`config.mk`:
```
export PLATFORM = sky130hd
export DESIGN_NAME = switch_csr_mailbox
export DESIGN_NICKNAME = d
export VERILOG_FILES = /design/src/rtl/switch_csr_mailbox.sv
export SDC_FILE = /design/constraint.sdc
export NUM_CORES = 1
export LEC_CHECK = 0
export CORE_MARGIN = 5
export CORE_UTILIZATION = 35
export CTS_BUF_LIST = sky130_fd_sc_hd__clkbuf_4 sky130_fd_sc_hd__clkbuf_8 sky130_fd_sc_hd__clkbuf_16
export DETAILED_ROUTE_END_ITERATION = 12
export GPL_TIMING_DRIVEN = 0
export PLACE_DENSITY = 0.53
export SETUP_SLACK_MARGIN = 0.4
export SYNTH_ARGS = -nofsm -noshare
export SYNTH_HDL_FRONTEND = slang
export SYNTH_SLANG_ARGS = --single-unit
```
`constraint.sdc`:
```
create_clock -name clk -period 6.27 [get_ports clk]
set_clock_uncertainty 0.05 [all_clocks]
set_input_delay 0.9405 -clock clk [delete_from_list [all_inputs] [get_ports clk]]
set_output_delay 0.9405 -clock clk [all_outputs]
set_load 0.1 [all_outputs]
```
`src/rtl/switch_csr_mailbox.sv`:
```
// Avalon-MM CSR bridge between the HPS driver and the switch ports: per-port
// descriptor pulses toward ingress, per-port egress FIFOs popped by software reads,
// sticky overflow status, a level interrupt and the experiment-mode control.
module switch_csr_mailbox #(
    parameter int unsigned NUM_PORTS = 4,
    parameter int unsigned DATA_W    = 32,
    parameter int unsigned ADDR_W    = 4,
    parameter int unsigned RX_DEPTH  = 8
) (
    input  logic                        clk,
    input  logic                        reset,
    input  logic                        chipselect,
    input  logic                        write,
    input  logic                        read,
    input  logic [ADDR_W-1:0]           address,
    input  logic [DATA_W-1:0]           writedata,
    output logic [DATA_W-1:0]           readdata,
    input  logic [NUM_PORTS-1:0]        eg_valid,
    input  logic [NUM_PORTS*DATA_W-1:0] eg_data,
    output logic [NUM_PORTS-1:0]        out_en,
    output logic [DATA_W-1:0]           out_data,
    output logic                        experimenting,
    output logic                        irq
);

    localparam int unsigned PtrW = $clog2(RX_DEPTH);
    localparam int unsigned CntW = PtrW + 1;
    localparam logic [CntW-1:0] FullCnt = CntW'(RX_DEPTH);
    // Implemented CTRL bits: mode [1:0], STATUS count select [7:4], irq mask.
    localparam logic [DATA_W-1:0] CtrlMask =
        DATA_W'(((32'd1 << NUM_PORTS) - 32'd1) << 8) | DATA_W'(32'hF3);

    logic [DATA_W-1:0] mem_q [NUM_PORTS][RX_DEPTH];
    logic [NUM_PORTS-1:0][PtrW-1:0] wr_ptr_q, wr_ptr_d, rd_ptr_q, rd_ptr_d;
    logic [NUM_PORTS-1:0][CntW-1:0] cnt_q, cnt_d;
    logic [NUM_PORTS-1:0] ovf_q, ovf_d, push, pop, nonempty, full;
    logic [DATA_W-1:0] ctrl_q, ctrl_d, rdata_d, rdata_q, out_data_q, out_data_d;
    logic [NUM_PORTS-1:0] out_en_q, out_en_d, port_wr, port_rd;
    logic irq_q;
    logic wr_acc, rd_acc, ctrl_wr, clr_wr;
    logic [CntW-1:0] sel_cnt;
    logic [3:0] sel_sat;
    logic [31:0] status;

    assign wr_acc = chipselect && write;
    assign rd_acc = chipselect && read;
    assign ctrl_wr = wr_acc && (address == ADDR_W'(0));
    assign clr_wr = wr_acc && (address == ADDR_W'(2));

    // Decode per-port descriptor writes and mailbox reads.
    always_comb begin
        port_wr = '0;
        port_rd = '0;
        for (int i = 0; i < NUM_PORTS; i++) begin
            port_wr[i] = wr_acc && (address == ADDR_W'(3 + i));
            port_rd[i] = rd_acc && (address == ADDR_W'(3 + i));
        end
    end

    // FIFO bookkeeping: pop is evaluated first so a full FIFO can accept a push.
    always_comb begin
        wr_ptr_d = wr_ptr_q;
        rd_ptr_d = rd_ptr_q;
        cnt_d    = cnt_q;
        ovf_d    = ovf_q;
        push     = '0;
        pop      = '0;
        nonempty = '0;
        full     = '0;
        for (int i = 0; i < NUM_PORTS; i++) begin
            nonempty[i] = (cnt_q[i] != '0);
            full[i]     = (cnt_q[i] == FullCnt);
            pop[i]      = port_rd[i] && nonempty[i];
            push[i]     = eg_valid[i] && (!full[i] || pop[i]);
            if (push[i]) wr_ptr_d[i] = wr_ptr_q[i] + PtrW'(1);
            if (pop[i]) rd_ptr_d[i] = rd_ptr_q[i] + PtrW'(1);
            if (push[i] && !pop[i]) cnt_d[i] = cnt_q[i] + CntW'(1);
            if (pop[i] && !push[i]) cnt_d[i] = cnt_q[i] - CntW'(1);
            if (clr_wr && writedata[8 + i]) ovf_d[i] = 1'b0;
            // A dropped word in the same cycle as CLEAR keeps the bit set.
            if (eg_valid[i] && !push[i]) ovf_d[i] = 1'b1;
        end
    end

    // Count of the port selected by CTRL[7:4], saturated to the 4-bit field.
    always_comb begin
        sel_cnt = '0;
        for (int i = 0; i < NUM_PORTS; i++) begin
            if (ctrl_q[7:4] == 4'(i)) sel_cnt = cnt_q[i];
        end
        sel_sat = (32'(sel_cnt) > 32'd15) ? 4'hF : 4'(sel_cnt);
    end

    // STATUS word assembly and read-data mux (empty port reads return 0).
    always_comb begin
        status = '0;
        status[NUM_PORTS-1:0] = nonempty;
        status[8 +: NUM_PORTS] = ovf_q;
        status[16 +: NUM_PORTS] = full;
        status[24 +: 4] = sel_sat;
        rdata_d = '0;
        if (rd_acc) begin
            if (address == ADDR_W'(0)) rdata_d = ctrl_q;
            else if (address == ADDR_W'(1)) rdata_d = DATA_W'(status);
            for (int i = 0; i < NUM_PORTS; i++) begin
                if (port_rd[i] && nonempty[i]) rdata_d = mem_q[i][rd_ptr_q[i]];
            end
        end
    end

    // CTRL write and one-cycle descriptor pulse generation.
    always_comb begin
        ctrl_d     = ctrl_q;
        out_en_d   = port_wr;
        out_data_d = out_data_q;
        if (ctrl_wr) ctrl_d = writedata & CtrlMask;
        if (|port_wr) out_data_d = writedata;
    end

    // Control/status state with synchronous reset.
    always_ff @(posedge clk) begin
        if (reset) begin
            wr_ptr_q   <= '0;
            rd_ptr_q   <= '0;
            cnt_q      <= '0;
            ovf_q      <= '0;
            ctrl_q     <= '0;
            rdata_q    <= '0;
            out_en_q   <= '0;
            out_data_q <= '0;
            irq_q      <= 1'b0;
        end else begin
            wr_ptr_q   <= wr_ptr_d;
            rd_ptr_q   <= rd_ptr_d;
            cnt_q      <= cnt_d;
            ovf_q      <= ovf_d;
            ctrl_q     <= ctrl_d;
            rdata_q    <= rdata_d;
            out_en_q   <= out_en_d;
            out_data_q <= out_data_d;
            irq_q      <= |(nonempty & ctrl_q[8 +: NUM_PORTS]);
        end
    end

    // FIFO storage; contents are don't-care once pointers are reset.
    always_ff @(posedge clk) begin
        for (int i = 0; i < NUM_PORTS; i++) begin
            if (push[i]) mem_q[i][wr_ptr_q[i]] <= eg_data[i*DATA_W +: DATA_W];
        end
    end

    assign readdata      = rdata_q;
    assign out_en        = out_en_q;
    assign out_data      = out_data_q;
    assign experimenting = (ctrl_q[1:0] == 2'd2);
    assign irq           = irq_q;

endmodule

```
# Yosys cells after proc, flatten, opt, wreduce, memory -nomap -nowiden
# Memories as Yosys holds them, arrays and structs flattened.
# Index checks and enable logic that the tools add are counted.
# word_totals
register_bits	123
mem_bits_rw	1024
out_inout_bits	70
word_cells	201
n_memories	1
# memory_table
name	words	width	read_ports	rd_clocked_by_memory_dff	wr	line_no	text
mem_q	4	256	4	0	4	33	logic [DATA_W-1:0] mem_q [NUM_PORTS][RX_DEPTH];
# classes
addsub	16
n_lt_le_gt_ge	12
eq_ne	14
mux	54
n_bitwise	10
n_reduce_logical	73
# op_table
operator	n
$mux 256	4
$mux 32	16
$bmux 32 s3	4
$demux 32 s3	4
$mux 28	2
$mux 4	12
$logic_and 1x1->1	40
$ge 4x4->1 const B	8
$not 3->4	8
$add 3x1->3 const B	8
$add 4x1->4 const B	4
$eq 4x2->1 const B	4
$eq 4x4->1 const B	4
$lt 4x1->1 const B	4
$reduce_bool 2->1	8
$reduce_bool 4->1	4
$sub 4x1->4 const B	4
$eq 4x3->1 const B	3
$logic_not 1->1	12
$mux 1	12
$eq 4x1->1 const B	2
$logic_not 4->1	2
$reduce_or 4->1	2
$and 4x4->4	1
4 further kinds	7

# Longest topological paths before layout
# Gate-level depths: netlist of the first run.
# depth
word_depth	11
depth_mapped	13

# Worst setup path before layout of the first run
# No wires, ideal clock.
# synth_timing
path_kind	input to register
from	input address[3]
to	memory mem_q[0][160] (netlist name), enable pin
setup_time_ns	0.513
arrival_time_ns	5.140
required_ns	5.707
setup_slack_ns	0.567
cell_stages	4
cell_sequence	buf_4 o41ai_4 nand2_2 nor4b_1
# synth_rtl
element	line_no	text
start, declared	15	input logic [ADDR_W-1:0] address,
end, declared	33	

==> summary.txt, run 1 <==
Status
  • Status: finished, final reports clean

Power
  • Worst VDD drop: 0.250 mV
  • Clock share of power: 0.428
  • Leak: 16.9 nW
  • PwrDens: 301 mW/mm2
  • Total Power: 16.3 mW
  • Sequential Power Share: 0.525
  • P_int: 12.9 mW
  • NetSw: 3.42 mW
  • Switch share: 0.210
  • Comb pwr share: 0.047

GRT
  • First-pass GRT wire length: 176000 um
  • Grt total ovfl: 0
  • Vias in the first global route: 23.9k
  • Initial antenna violation count: 25
  • Largest net degree at the start of global routing: 24
  • All-Layer GR Usage: 0.182

CTS
  • Clk_lat worst skew: 0.70 ns
  • Inserted Clock Buffers: 118
  • Post-CTS resize count: 0
  • Clock Path Buffers: 3
  • Postcts setup bufs: 0
  • Clk sinks: 1147
  • Clock root buffer: clkbuf_16
  • # hold bufs at CTS: 0
  • CTS tree: yes
  • Clock Pin Slew Worst Setup and Hold Paths: 0.06 ns
  • H-Tree Depth: 3

Detailed routing
  • Drt wl/cell: 27.7 um
  • Post-DRT Antenna Nets: 0
  • Vias: 23.0k
  • WL final: 123000 um
  • DR DRC count: 0
  • DR iter-0 viols: 2063
  • DRT Pass-1 Iters: 5
  • DR vias/cell: 5.18

Timing
  • Max-slew violations: 0
  • Final hold vios: 0
  • Slew margin rel.: 0.170
  • RSZ-0062 raised after global routing: no
  • Period Utilization, post-route: 0.618
  • F_max: 0.258 GHz
  • Post-route minimum period: 3.88 ns
  • Final Setup Violations: 0
  • Slew @ Worst Pin: 1.23 ns

Worst setup path
  • Crit path DAT: 4.22 ns
  • Depth of the most critical reg-to-reg path: 11
  • CP max stage cell: nor4b_2
  • R2R Path Start: cnt_q[12]$_SDFFE_PP0P_
  • Setup Crit Path Kind: primary input to flop
  • CP cell instances: clkdlybuf4s50_1 > nand2_1 > o41ai_4 > nand2_2 > nor4b_2 > buf_4 > buf_4 > buf_6
  • R2R Path End: cnt_q[15]$_SDFFE_PP0P_
  • Data required time of the critical path: 6.61 ns
  • Worst Path Max Fanout: 7
  • FF-to-FF setup slack: 3.11 ns
  • Crit-path most repeated cell: buf_4
  • CP startpoint kind: primary input
  • CP endpoint kind: flop
  • CP peak stage delay: 0.87 ns

Yosys
  • Async SR Flop Fraction: 0
  • Post-synth EDFFs: 1024
  • Seq cells post-synth: 1147
  • Top cell type's share of synthesized area: 0.693
  • Synth cell count leaders: edfxtp_1 (1024), mux4_2 (260), nand2_1 (125)
  • Count leader, synth: edfxtp_1
  • Net count of the mapped netlist: 2412
  • Biggest area consumer among synthesized cells: edfxtp_1
  • Synth top area cells: edfxtp_1 (69%), mux4_2 (13%), dfxtp_1 (5.6%), mux2i_1 (2.7%), nand2_1 (1.1%)
  • Commonest register cell after synthesis: edfxtp_1
  • Mapped cell area: 0.0443 mm2
  • Syn Area/Cell: 20.0 um2
  • Post-synthesis cell type count: 60
  • Post-Syn Instances: 2215
  • Ys Warns: 0
  • Seq/Total Area, Yosys: 0.749

Min path
  • Hold path endpoint: out_data[26]$_SDFFE_PP0P_
  • Hold WC Path Type: flop to flop
  • Worst Hold Launch: out_data[26]$_SDFFE_PP0P_
  • WHS Path Cells: 2

Floorplan
  • Area of the core: 0.126 mm2
  • Core Rows: 130
  • Height of the die: 366 um
  • Die width: 366 um
  • Starting Density: 0.353
  • I/O pin cnt: 243
  • Die area: 0.134 mm2

Finish
  • Layout Utilization: 0.430
  • Final #Nets: 2868
  • P&R area growth vs syn: 21.9%
  • Share of cells above drive strength 1: 0.252
  • Design Area, Final: 0.0541 mm2

Placement
  • Placed cell area: 0.0502 mm2
  • I/O Buffers: 239
  • DP Wirelength: 89300 um
  • GP Congestion: 0.950

Job
  • Max-cap violation count: 0
## layer usage
metal / GRT usage / vias up / part of all wire
met5: 0 / - / 0.0013
met2: 0.290 / 661 / 0.47
met3: 0.0441 / 161 / 0.070
met1: 0.247 / 12200 / 0.43
met4: 0.0571 / 22 / 0.030
li1: - / 9951 / -
## critical path: cells and delay by family
family,cells,cell delay [ns]
AO/OA/AOI/OAI,1,0.48
buffers and inverters,4,1.33
AND/OR/NAND/NOR,3,1.44
## stage by stage
| step | setup TNS, ns | setup WS (ns) | hold slack, ns | cells |
|---|---|---|---|---|
| final | 0 | 2.39 | 0.408 | 4432 |
| after global routing | 0 | 2.27 | 0.429 | 4423 |
| after CTS | 0 | 2.42 | 0.410 | 4422 |
| after detailed placement | 0 | 1.69 | 0.401 | 4201 |
| after global placement | -1417.46 | -4.52 | 0.391 | 4104 |
| after floorplan | 0 | 0.567 | 0.395 | 2215 |
## logic make-up after synthesis
kind of cell             synth area share
flip-flops                          0.749
AO/OA/AOI/OAI                      0.0274
buffers and inverters              0.0175
multiplexers                        0.161
adder cells (fa/ha/maj)           0.00745
XOR/XNOR                          0.00553
AND/OR/NAND/NOR                    0.0320
## flip-flops by register name (all words and copies together), names as in the netlist
signal and count:
mem_q 1024, out_data 32, readdata 32, cnt_q 16, rd_ptr_q 12, wr_ptr_q 12
ctrl_q 10, out_en 4, ovf_q 4, irq 1
## worst max-delay path by stage
stage | cells past startpoint | to | from
4_1_cts | 8 | mem_q[0][191]$_DFFE_PP_ | address[0]
6_report | 8 | mem_q[0][191]$_DFFE_PP_ | address[0]
5_1_grt | 13 | cnt_q[15]$_SDFFE_PP0P_ | address[1]
3_5_place_dp | 8 | mem_q[0][183]$_DFFE_PP_ | address[0]
2_1_floorplan | 4 | mem_q[0][160]$_DFFE_PP_ | address[3]
3_3_place_gp | 5 | mem_q[0][183]$_DFFE_PP_ | address[1]
## power by group through the flow
stage          registers [mW]  clock network, mW  logic [mW]
2_1_floorplan            8.75                  0       0.278
3_3_place_gp             8.73                  0       0.688
3_5_place_dp             8.72                  0       0.773
4_1_cts                  8.55               7.12       0.776
5_1_grt                  8.56               7.45       0.817
6_report                 8.55               6.96       0.765
## layout make-up
class | count | area, um2
fillers | 10900 | 71700
flip-flops and latches | 1147 | 33200
multi-input cells | 932 | 10600
repair buffers | 336 | 3550
clock buffers | 145 | 3250
well taps | 1650 | 2060
plain buffers | 116 | 697
clock inverters | 76 | 647
inverters | 20 | 80.1
diodes | 10 | 25.0
## layout by cell type (no fill, tap or decap), types with 12 or more instances in the layout
cell type	count
a21oi_1	88
buf_1	12
buf_2	41
buf_4	50
buf_6	66
clkbuf_1	24
clkbuf_16	121
clkbuf_4	18
clkdlybuf4s50_1	239
clkinv_1	25
clkinv_2	25
dfxtp_1	123
edfxtp_1	1024
ha_1	20
inv_1	17
mux2i_1	121
mux4_2	260
nand2_1	125
nand3_1	21
nor2_1	75
nor2_4	13
o21ai_0	16
o22ai_1	31
xor2_1	20
Power figures use the tool's default switching activity.
==> inputs of run 2 (changes only) <==
Settings changed: PLACE_DENSITY 0.53 to 0.55.
Clock period 6.27 ns to 3.2 ns, I/O delays scaled along.
==> summary.txt, run 2 (synthesis results as in run 1) <==
Status
  • Status: finished, final reports clean (unchanged)

Finish
  • Share of cells above drive strength 1: 0.270 (was 0.252)
  • Design Area, Final: 0.0548 mm2 (was 0.0541 mm2)
  • Most frequent cells in the layout: edfxtp_1 (1024), mux4_2 (260), clkdlybuf4s50_1 (222) (was edfxtp_1 (1024), mux4_2 (260), clkdlybuf4s50_1 (239))
  • P&R area growth vs syn: 23.5% (was 21.9%)
  • Final #Nets: 2853 (was 2868)
  • FILL cells: 10.7k (was 10.9k)
  • Cell Count, Final, Fillers Out: 4419 (was 4432)
  • Most common cell after layout, fill and taps aside: edfxtp_1 (unchanged)
  • Layout Utilization: 0.436 (was 0.430)
  • Max FFs per register: 1024 (unchanged)
  • Register area: 0.0332 mm2 (about the same)
  • Multi-input logic area: 0.0110 mm2 (was 0.0106 mm2)

Worst setup path
  • CP max stage cell: clkdlybuf4s50_1 (was nor4b_2)
  • CP endpoint kind: flop (unchanged)
  • R2R Path End: cnt_q[15]$_SDFFE_PP0P_ (unchanged)
  • CP cell instances: clkdlybuf4s50_1 > buf_4 > nand2b_1 > o211ai_4 > nand2_4 > ha_1 > ha_1 > a21o_1 > a21oi_1 > xnor2_1 > or3_1 > a21oi_1 (was clkdlybuf4s50_1 > nand2_1 > o41ai_4 > nand2_2 > nor4b_2 > buf_4 > buf_4 > buf_6)
  • Depth of the most critical reg-to-reg path: 11 (unchanged)
  • FF-to-FF setup slack: 0.29 ns (was 3.11 ns)
  • CP startpoint kind: primary input (unchanged)
  • CP peak stage delay: 0.55 ns (was 0.87 ns)
  • R2R Path Start: cnt_q[15]$_SDFFE_PP0P_ (was cnt_q[12]$_SDFFE_PP0P_)
  • Data required time of the critical path: 3.77 ns (was 6.61 ns)
  • Crit path DAT: 3.49 ns (was 4.22 ns)
  • Setup Crit Path Kind: primary input to flop (unchanged)
  • Worst Path Max Fanout: 10 (was 7)

CTS
  • Clock root buffer: clkbuf_16 (unchanged)
  • CTS tree: yes (unchanged)
  • Clock Path Buffers: 3 (unchanged)
  • Clk sinks: 1147 (unchanged)
  • Clock Pin Slew Worst Setup and Hold Paths: 0.06 ns (about the same)
  • Clk_lat worst skew: 0.71 ns (was 0.70 ns)
  • H-Tree Depth: 3 (unchanged)
  • Inserted Clock Buffers: 117 (was 118)

Timing
  • Final hold vios: 0 (unchanged)
  • Max-slew violations: 0 (unchanged)
  • Final Setup Violations: 0 (unchanged)
  • Slew margin rel.: 0.285 (was 0.170)
  • F_max: 0.343 GHz
  • Slew @ Worst Pin: 1.07 ns (was 1.23 ns)
  • Post-route minimum period: 2.91 ns
  • Period Utilization, post-route: 0.910
  • Hold Worst Slack: 0.0768 ns (was 0.408 ns)
  • RSZ-0062 raised after global routing: yes (was no)

Floorplan
  • Die width: 366 um (unchanged)
  • Starting Density: 0.353 (unchanged)
  • Height of the die: 366 um (unchanged)
  • Core Rows: 130 (unchanged)
  • I/O pin cnt: 243 (unchanged)
  • Area of the core: 0.126 mm2 (unchanged)
  • Die area: 0.134 mm2 (unchanged)

GRT
  • Vias in the first global route: 23.6k (was 23.9k)
  • Grt total ovfl: 0 (unchanged)
  • First-pass GRT wire length: 172000 um (was 176000 um)
  • Initial antenna violation count: 28 (was 25)
  • All-Layer GR Usage: 0.176 (was 0.182)
  • Busiest layer in global routing: met2 (unchanged)
  • Met2 capacity usage during global routing: 0.282 (was 0.290)
  • Largest net degree at the start of global routing: 22 (was 24)
  • Met3 Resource Use GR: 0.0511 (was 0.0441)
  • Met1 usage: 0.236 (was 0.247)

Power
  • PwrDens: 583 mW/mm2 (was 301 mW/mm2)
  • Switch share: 0.211 (was 0.210)
  • Comb pwr share: 0.049 (was 0.047)
  • Leak: 17.1 nW (was 16.9 nW)
  • P_int: 25.2 mW (was 12.9 mW)
  • Total Power: 32.0 mW (was 16.3 mW)
  • Worst VDD drop: 0.473 mV (was 0.250 mV)
  • Sequential Power Share: 0.525 (about the same)
  • NetSw: 6.74 mW (was 3.42 mW)
  • Clock share of power: 0.426 (was 0.428)

Placement
  • GP Congestion: 0.894 (was 0.950)
  • DP Wirelength: 85000 um (was 89300 um)
  • I/O Buffers: 239 (unchanged)
  • Placed Cells: 4163 (was 4201)
  • Placed cell area: 0.0503 mm2 (was 0.0502 mm2)

Min path
  • WHS Path Cells: 3 (was 2)
  • Worst Hold Launch: address[3] (was out_data[26]$_SDFFE_PP0P_)
  • Hold WC Path Type: primary input to flop (was flop to flop)
  • Hold path endpoint: out_en[2]$_SDFF_PP0_ (was out_data[26]$_SDFFE_PP0P_)

Job
  • Max-cap violation count: 0 (unchanged)

Detailed routing
  • WL final: 120000 um (was 123000 um)
  • DRT Pass-1 Iters: 5 (unchanged)
  • DR DRC count: 0 (unchanged)
  • DR vias/cell: 5.20 (was 5.18)
  • DR iter-0 viols: 2071 (was 2063)
  • Drt wl/cell: 27.2 um (was 27.7 um)
  • Post-DRT Antenna Nets: 0 (unchanged)
  • Vias: 23.0k (about the same)
==> run 2: per-layer routing <==
| metal | routed length (um) | vias to the layer above |
|---|---|---|
| li1 | - | 9940 |
| met1 | 49600 | 12000 |
| met2 | 56800 | 813 |
| met3 | 10600 | 175 |
| met4 | 3190 | 18 |
| met5 | 172 | - |
==> run 2: how the worst max path moves through the flow <==
stage / from / cells after the start / to
2_1_floorplan: address[3] / 5 / mem_q[1][0]$_DFFE_PP_
3_3_place_gp: chipselect / 5 / mem_q[0][23]$_DFFE_PP_
3_5_place_dp: chipselect / 7 / mem_q[0][82]$_DFFE_PP_
4_1_cts: address[0] / 12 / cnt_q[15]$_SDFFE_PP0P_
5_1_grt: cnt_q[15]$_SDFFE_PP0P_ / 11 / cnt_q[15]$_SDFFE_PP0P_
6_report: address[1] / 12 / cnt_q[15]$_SDFFE_PP0P_
==> run 2: cell type report <==
| class | instances | share of cell area |
|---|---|---|
| plain buffers | 116 | 0.0138 |
| well taps | 1650 | 0.0377 |
| inverters | 20 | 0.00153 |
| clock inverters | 78 | 0.0131 |
| multi-input cells | 933 | 0.200 |
| repair buffers | 321 | 0.0683 |
| flip-flops and latches | 1147 | 0.607 |
| clock buffers | 141 | 0.0578 |
| diodes | 13 | 0.000594 |
==> run 2: timing repair <==
action                     CTS  global route
cloned                       1             0
setup endpoints to repair  596           228
pin swaps                   12            14
setup buffers               17             6
gates resized for setup     55            39
hold buffers                 0             0
==> run 2: critical path: cells and delay by family <==
family,cells,cell delay (ns)
XOR/XNOR,1,0.10
AND/OR/NAND/NOR,3,0.72
adder cells (fa/ha/maj),2,0.56
AO/OA/AOI/OAI,4,0.81
buffers and inverters,2,0.80
==> run 2: per-stage QoR <==
| step | TNS (ns) | setup WS, ns |
|---|---|---|
| finish | 0 | 0.287 |
| floorplan | -9.26 | -0.0401 |
| global placement | -1904.59 | -2.59 |
| global route | 0 | 0.154 |
| detailed placement | -350.00 | -0.900 |
| CTS | 0 | 0.288 |
==> run 2: power groups by stage <==
stage	combinational, mW	sequential [mW]	clock, mW
final	1.57	16.8	13.6
after global placement	1.36	17.1	0
after detailed placement	1.52	17.1	0
after global routing	1.66	16.8	14.6
after floorplan	0.571	17.1	0
after CTS	1.56	16.8	13.9
